### config.mk
export PLATFORM = sky130hd
export DESIGN_NAME = pc_fetch_unit
export DESIGN_NICKNAME = d
export VERILOG_FILES = /design/src/rtl/pc_fetch_unit.sv
export SDC_FILE = /design/constraint.sdc
export NUM_CORES = 1
export LEC_CHECK = 0
export BUFFER_PORTS_ARGS = -buffer_cell sky130_fd_sc_hd__buf_2
export CAP_MARGIN = 5
export CORE_MARGIN = 4
export CORE_UTILIZATION = 45
export DETAILED_ROUTE_END_ITERATION = 8
export GPL_TIMING_DRIVEN = 0
export PLACE_DENSITY_LB_ADDON = 0.05
export SYNTH_ARGS = -nofsm -noshare
export SYNTH_HDL_FRONTEND = slang
export SYNTH_SLANG_ARGS = --single-unit
### constraint.sdc
create_clock -name CLK -period 4.6 [get_ports CLK]
set_input_delay 0.23 -clock CLK [delete_from_list [all_inputs] [get_ports CLK]]
set_output_delay 0.23 -clock CLK [all_outputs]
set_load 0.005 [all_outputs]
### src/rtl/pc_fetch_unit.sv
// pc_fetch_unit: instruction-fetch stage of the RV32IM pipeline.
// Holds the PC, drives the instruction-memory read handshake and loads the
// IF/ID register. EX redirects (BRANCH_RESET) flush IF/ID with a bubble. A
// redirect that arrives while memory is busy is parked in a pending register
// until the outstanding access drains.
// Optional feature macro: TARGET_ALIGN_CHECK_EN. When it is defined, a taken
// redirect to a non-word-aligned target sets sticky MISALIGNED and freezes
// fetch until reset. When it is not defined, the low two target bits are
// ignored.
module pc_fetch_unit #(
    parameter logic [31:0] RESET_VECTOR = 32'h0000_0000,
    parameter logic [31:0] NOP_INSTR    = 32'h0000_0013
) (
    input  logic        CLK,
    input  logic        RESET,
    input  logic        STALL,
    input  logic        BRANCH_SELECT,
    input  logic [31:0] TARGET_ADDRESS,
    input  logic        BRANCH_RESET,
    input  logic [31:0] EX_PC,
    output logic        IMEM_READ,
    output logic [31:0] IMEM_ADDRESS,
    input  logic [31:0] IMEM_READDATA,
    input  logic        IMEM_BUSY,
    output logic [31:0] PC,
    output logic [31:0] IF_ID_PC,
    output logic [31:0] IF_ID_PC_PLUS4,
    output logic [31:0] IF_ID_INSTRUCTION,
    output logic        IF_ID_VALID,
    output logic        MISALIGNED
);

    typedef enum logic [1:0] {
        ST_BOOT  = 2'd0,
        ST_FETCH = 2'd1,
        ST_DRAIN = 2'd2
    } state_t;

    state_t      state_reg, state_next;
    logic [31:0] pc_reg, pc_next;
    logic [31:0] pending_reg, pending_next;
    logic        pending_bad_reg, pending_bad_next;
    logic        imem_read_reg, imem_read_next;
    logic [31:0] ifid_pc_reg, ifid_pc_next;
    logic [31:0] ifid_pc4_reg, ifid_pc4_next;
    logic [31:0] ifid_instr_reg, ifid_instr_next;
    logic        ifid_valid_reg, ifid_valid_next;
    logic        misaligned_reg, misaligned_next;
    logic        frozen_reg, frozen_next;

    logic [31:0] redirect_pc;
    logic        target_bad;
    logic [31:0] pc_plus4;
    logic [31:0] drain_pc;
    logic        drain_bad;

    // Redirect address: taken target (word aligned) or fall-through of the EX instruction.
    always_comb begin
        redirect_pc = BRANCH_SELECT ? (TARGET_ADDRESS & 32'hFFFF_FFFC)
                                    : (EX_PC + 32'd4);
`ifdef TARGET_ALIGN_CHECK_EN
        target_bad  = BRANCH_SELECT && (TARGET_ADDRESS[1:0] != 2'b00);
`else
        target_bad  = 1'b0;
`endif
    end

    // Next-state logic for the fetch FSM, PC, pending redirect and IF/ID.
    always_comb begin
        state_next       = state_reg;
        pc_next          = pc_reg;
        pending_next     = pending_reg;
        pending_bad_next = pending_bad_reg;
        imem_read_next   = imem_read_reg;
        ifid_pc_next     = ifid_pc_reg;
        ifid_pc4_next    = ifid_pc4_reg;
        ifid_instr_next  = ifid_instr_reg;
        ifid_valid_next  = ifid_valid_reg;
        misaligned_next  = misaligned_reg;
        frozen_next      = frozen_reg;
        pc_plus4         = pc_reg + 32'd4;
        drain_pc         = pending_reg;
        drain_bad        = pending_bad_reg;

        case (state_reg)
            ST_BOOT: begin
                state_next     = ST_FETCH;
                imem_read_next = 1'b1;
            end

            ST_FETCH: begin
                if (frozen_reg) begin
                    // Fetch is frozen until reset after a misaligned redirect.
                end else if (BRANCH_RESET) begin
                    ifid_pc_next    = 32'd0;
                    ifid_pc4_next   = 32'd0;
                    ifid_instr_next = NOP_INSTR;
                    ifid_valid_next = 1'b0;
                    if (IMEM_BUSY) begin
                        // The access in flight cannot be aborted, so park the redirect.
                        pending_next     = redirect_pc;
                        pending_bad_next = target_bad;
                        state_next       = ST_DRAIN;
                    end else if (target_bad) begin
                        misaligned_next = 1'b1;
                        frozen_next     = 1'b1;
                        imem_read_next  = 1'b0;
                    end else begin
                        pc_next = redirect_pc;
                    end
                end else if (!IMEM_BUSY && !STALL) begin
                    ifid_pc_next    = pc_reg;
                    ifid_pc4_next   = pc_plus4;
                    ifid_instr_next = IMEM_READDATA;
                    ifid_valid_next = 1'b1;
                    pc_next         = pc_plus4;
                end
            end

            ST_DRAIN: begin
                // The last redirect wins. STALL does not matter while draining.
                if (BRANCH_RESET) begin
                    drain_pc  = redirect_pc;
                    drain_bad = target_bad;
                end
                pending_next     = drain_pc;
                pending_bad_next = drain_bad;
                if (!IMEM_BUSY) begin
                    state_next = ST_FETCH;
                    if (drain_bad) begin
                        misaligned_next = 1'b1;
                        frozen_next     = 1'b1;
                        imem_read_next  = 1'b0;
                    end else begin
                        pc_next = drain_pc;
                    end
                end
            end

            default: begin
                state_next     = ST_BOOT;
                imem_read_next = 1'b0;
            end
        endcase
    end

    // State registers. Reset is asynchronous and abandons any outstanding access.
    always_ff @(posedge CLK or posedge RESET) begin
        if (RESET) begin
            state_reg       <= ST_BOOT;
            pc_reg          <= RESET_VECTOR;
            pending_reg     <= 32'd0;
            pending_bad_reg <= 1'b0;
            imem_read_reg   <= 1'b0;
            ifid_pc_reg     <= 32'd0;
            ifid_pc4_reg    <= 32'd0;
            ifid_instr_reg  <= NOP_INSTR;
            ifid_valid_reg  <= 1'b0;
            misaligned_reg  <= 1'b0;
            frozen_reg      <= 1'b0;
        end else begin
            state_reg       <= state_next;
            pc_reg          <= pc_next;
            pending_reg     <= pending_next;
            pending_bad_reg <= pending_bad_next;
            imem_read_reg   <= imem_read_next;
            ifid_pc_reg     <= ifid_pc_next;
            ifid_pc4_reg    <= ifid_pc4_next;
            ifid_instr_reg  <= ifid_instr_next;
            ifid_valid_reg  <= ifid_valid_next;
            misaligned_reg  <= misaligned_next;
            frozen_reg      <= frozen_next;
        end
    end

    // The fetch address is the PC register itself, so it is glitch-free and held during DRAIN.
    assign IMEM_ADDRESS      = pc_reg;
    assign IMEM_READ         = imem_read_reg;
    assign PC                = pc_reg;
    assign IF_ID_PC          = ifid_pc_reg;
    assign IF_ID_PC_PLUS4    = ifid_pc4_reg;
    assign IF_ID_INSTRUCTION = ifid_instr_reg;
    assign IF_ID_VALID       = ifid_valid_reg;
    assign MISALIGNED        = misaligned_reg;

endmodule

# ---- Word level (Yosys, flattened, before mapping)
# Cells that the tools add are included.
dict set report totals {
  wordCells 77
  output_inout_bits 163
  in_bits 102
  ff_bits 167
}
dict set report op_classes {
  bitwise 3
  muxes 38
  n_addsub 2
  n_reduce_logical 13
  eq_ne 10
}
# operator n
set op_table {}
lappend op_table {{two-way mux 32 bit} 16}
lappend op_table {{case mux 32 bit (2 select lines)} 2}
lappend op_table {{adder 32 x 3 -> 32 bit, second input constant} 2}
lappend op_table {{two-way mux 1 bit} 12}
lappend op_table {{!= test 2 bit, second input constant} 6}
lappend op_table {{AND reduction 3 bit} 4}
lappend op_table {{two-way mux 2 bit} 4}
lappend op_table {{AND reduction 4 bit} 2}
lappend op_table {{!= test 3 bit, second input constant} 2}
lappend op_table {{case mux 2 bit (3 select lines)} 1}
lappend op_table {{AND reduction 6 bit} 1}
lappend op_table {{case mux 1 bit (2 select lines)} 2}
lappend op_table {{nonzero test 2 bit} 2}
lappend op_table {{NOT 1 bit} 3}
lappend op_table {{case mux 1 bit (3 select lines)} 1}
lappend op_table {{equality test 2 x 1 -> 1 bit, second input constant} 1}
lappend op_table {{equality test 2 bit, second input constant} 1}
lappend op_table {{zero test 1 bit} 2}
lappend op_table {{zero test 2 bit} 1}
lappend op_table {{logical AND 1 bit} 1}

# ---- Depth between registers and ports, before layout
dict set report depth {
  word_depth 6
  depth_mapped 10
  mapped_depth_nobuf 8
}

# ---- Worst setup path before layout
# No wires, ideal clock.
dict set report synth_timing {
  kind {register to register}
  start {reg state_reg[0]}
  end {reg pc_reg[11], in the netlist IMEM_ADDRESS[11]}
  stages_incl_launch_ff 9
  setup_time_ns 0.126
  t_arrival_ns 1.958
  period_less_slack_ns 2.084
  setup_slack_ns 2.516
  path_buffers 2
  required_ns 4.474
  cell_sequence {dfrtp_1 -> inv_1 -> ha_1 -> clkbuf_1 -> clkinv_1 -> nand2_1 -> clkbuf_1 -> o21ai_0 -> a221o_1}
}
dict set report synth_between {
  elab_chain_len 3
  word_cells_on_any_way 10
  cone_classes {7 x eq/ne; 1 x mux; 2 x reduce/logical}
}
# item line_no
set synth_lines {}
lappend synth_lines {{from (decl)} 39} ;# state_t state_reg, state_next;
lappend synth_lines {{from (signal assigned)} 162} ;# state_reg <= state_next;
lappend synth_lines {{equality test 2 x 1 -> 1 bit or equality test 2 bit (tied branches)} 85} ;# case (state_reg)
lappend synth_lines {{!= test 3 bit (no source line) (tied with other cells)} n/a}
lappend synth_lines {{AND reduction 6 bit (no source line)} n/a}
lappend synth_lines {{to (signal assigned)} 163} ;# pc_reg <= pc_next;
lappend synth_lines {{to (decl)} 40} ;# logic [31:0] pc_reg, pc_next;
# Parallel ways exist; a longest one is shown, timed or not.
# A chain may end at the register's enable or synchronous reset.

# ---- Worst setup path after layout
# Ends and elaborated chain as after synthesis.

==> results.py <==
metrics = {
    "route": {
        "drt_iter0_drc": 732,
        "avgRoutedWirePerCell_um": 19.4,
        "wl_um": 31500,
        "drtAntennaViolNets": 0,
        "first_pass_iters": 6,
        "vias": 8970,
        "drc": 0,
        "routed_via_density": 5.54,
    },
    "clock_tree": {
        "ctsHoldBuffers": 1,
        "cts.sinks": 165,
        "cts_buffers": 17,
        "cts_root_buffer": "clkbuf_16",
        "clock_latency_ns": 0.44,
        "cts_tree": "done",
        "clk_pin_slew_worst_paths_ns": 0.08,
        "clock_path_buffers": 2,
        "post_cts_buffers": 0,
        "cts.repair.resized": 0,
        "h-tree-depth": 4,
    },
    "floorplan": {
        "die_h_um": 150,
        "core_mm2": 0.0197,
        "pin_count": 265,
        "dieArea_mm2": 0.0225,
        "dieWidth_um": 150,
        "initial_core_util_pct": 46.1,
        "core.rowCount": 51,
    },
    "logic_synthesis": {
        "synth_area_leaders": "dfrtp_1, nand2_1, nand4_1",
        "netlist.area_leader.share_pct": 44.8,
        "syn-num-nets": 1164,
        "ys_types": 65,
        "synth_edf_count": 0,
        "ys.flop_type": "dfrtp_1",
        "synthArstFlopShare_pct": 100,
        "syn_area_mm2": 0.00906,
        "synth_top_area_cell": "dfrtp_1",
        "synthCells": 1057,
        "syn_area_per_cell_um2": 8.57,
        "ys_seq_area_share_pct": 45.6,
        "ys_ff_latch": 165,
        "synth-warning-count": 0,
    },
    "placed_design": {
        "hpwl_um": 24100,
        "gp_congestion": 0.940,
        "dp_cells": 1587,
        "io_buffers": 261,
    },
    "grt": {
        "grt_max_degree": 41,
        "met3_usage_pct": 6.90,
        "gr-usage-met2_pct": 41.9,
        "busiest_layer": "met2",
        "use_met1_pct": 39.9,
        "antenna_found_initial": 0,
        "grt_first_pass_wirelength_um": 48300,
        "grt_use_total_pct": 27.7,
        "first_global_vias": 8492,
        "overflow": 0,
    },
    "timing": {
        "layout_min_cycle_time_ns": 3.09,
        "finalClockSkew_ns": 0.0108,
        "setup_tns_ns": 0,
        "slew_headroom_pct": 45.2,
        "min_period_over_period_pct": 67.2,
        "worst_pin_slew_ns": 0.819,
        "fmaxAchievable_ghz": 0.324,
        "rsz0062_at_grt": "no",
        "hold_viol": 0,
        "setup_violations": 0,
        "slew_violations": 0,
        "holdWs_ns": 0.0339,
    },
    "power": {
        "p_leak_nw": 5.61,
        "irDropWorstVdd_uv": 324,
        "power_density_mw_per_mm2": 640,
    },
    "worst_hold_path": {
        "hp-class": "in2reg",
    },
    "final_layout": {
        "fin_cells": 1620,
        "fin_nets": 1449,
        "finish.utilization_pct": 57.7,
        "layout_commonest_cell": "buf_2",
        "insertedDiodeCount": 0,
        "mostFrequentLayoutCells": "buf_2, nand2_1, dfrtp_1, o21ai_0, nand4_1",
        "drive_above_1_share_pct": 27.0,
        "fill_cells": 1948,
        "syn_to_final_growth_pct": 25.2,
    },
    "status": {
        "outcome": "completed",
    },
    "setup_path": {
        "cp.arrival_ns": 3.40,
        "endpoint_kind": "flop",
        "worstSetupPathType": "reg2reg",
        "path_max_fanout": 10,
        "start_kind": "flop",
        "cp.required_ns": 4.91,
    },
    "flow_run": {
        "cap_violations": 0,
    },
}
[metal layers]
metal | part of all wire [%] | up-vias
met1 | 44 | 4224
met2 | 44 | 442
met4 | 1.9 | 0
met5 | 0 | -
li1 | - | 4265
met3 | 9.7 | 39
[critical path, stage by stage, from the launching register on]
cell and delay, ns:
dfrtp_1 0.39, inv_1 0.10, ha_1 0.15, clkbuf_1 0.46, clkinv_1 0.46, nand2_1 0.39
clkbuf_1 0.50, o21ai_0 0.18, a221o_1 0.33
[worst paths after layout]
kind	start	endpoint	slack, ns	depth (start not counted)
min in group asynchronous	RESET	IF_ID_INSTRUCTION[19]$_DFFE_PP0P_	0.42	3
setup reg to reg	state_reg[0]$_DFFE_PP0P_	IMEM_ADDRESS[11]$_DFFE_PP0P_	1.51	8
hold reg to reg	IF_ID_PC[30]$_DFFE_PP0P_	IF_ID_PC[30]$_DFFE_PP0P_	0.46	2
max in group asynchronous	RESET	IMEM_ADDRESS[27]$_DFFE_PP0P_	3.33	5
hold / removal	IMEM_READDATA[23]	IF_ID_INSTRUCTION[23]$_DFFE_PP0P_	0.03	3
setup / recovery	state_reg[0]$_DFFE_PP0P_	IMEM_ADDRESS[11]$_DFFE_PP0P_	1.51	8
[layout make-up]
cell class / instances / area (µm²) / area share (%)
Buffer: 111 / 558 / 4.92
Clock buffer: 18 / 429 / 3.79
Clock inverter: 14 / 118 / 1.04
Inverter: 14 / 56.3 / 0.497
Multi-Input combinational cell: 767 / 4320 / 38.1
Sequential cell: 165 / 4130 / 36.5
Tap cell: 265 / 332 / 2.92
Timing Repair Buffer: 266 / 1400 / 12.3
[cells in the mapped netlist (all sizes together) (6+ instances only)]
cell / instances
and3: 12
and4: 7
nor2: 70
buf: 49
o21ai: 90
mux2: 9
a21oi: 23
a21o: 7
clkbuf: 62
nand4: 77
o211ai: 10
nand2b: 6
inv: 13
o31ai: 20
mux2i: 8
dfrtp: 162
nor4: 11
xnor2: 33
nor3: 15
and2: 6
nand3: 27
nand2: 241
xor2: 18
a211oi: 7
a22oi: 8
[cell families after synthesis]
logic type                 after synthesis  synth area share (%)
AOI/OAI and AO/OA                      206                  14.3
muxes                                   17                  2.00
and+or+nand+nor                        488                  25.7
DFF                                    165                  45.6
xor gates and xnor gates                51                  4.93
adders and majority gates                5                 0.691
buffers and inverters                  125                  6.74
[power breakdown]
part	internal (mW)	switching (mW)
clock	0.708	0.651
sequential	2.06	0.531
combinational	1.35	1.96
[metrics by stage]
stage	area [µm²]	power (mW)	worst slack, ns
after global placement	10700	5.84	1.07
after floorplan	9060	4.43	2.27
final	11300	7.26	1.51
after detailed placement	10800	5.90	1.58
after CTS	11300	7.26	1.55
after global routing	11300	7.77	1.34
No activity file was read; power rests on OpenSTA's default activity.
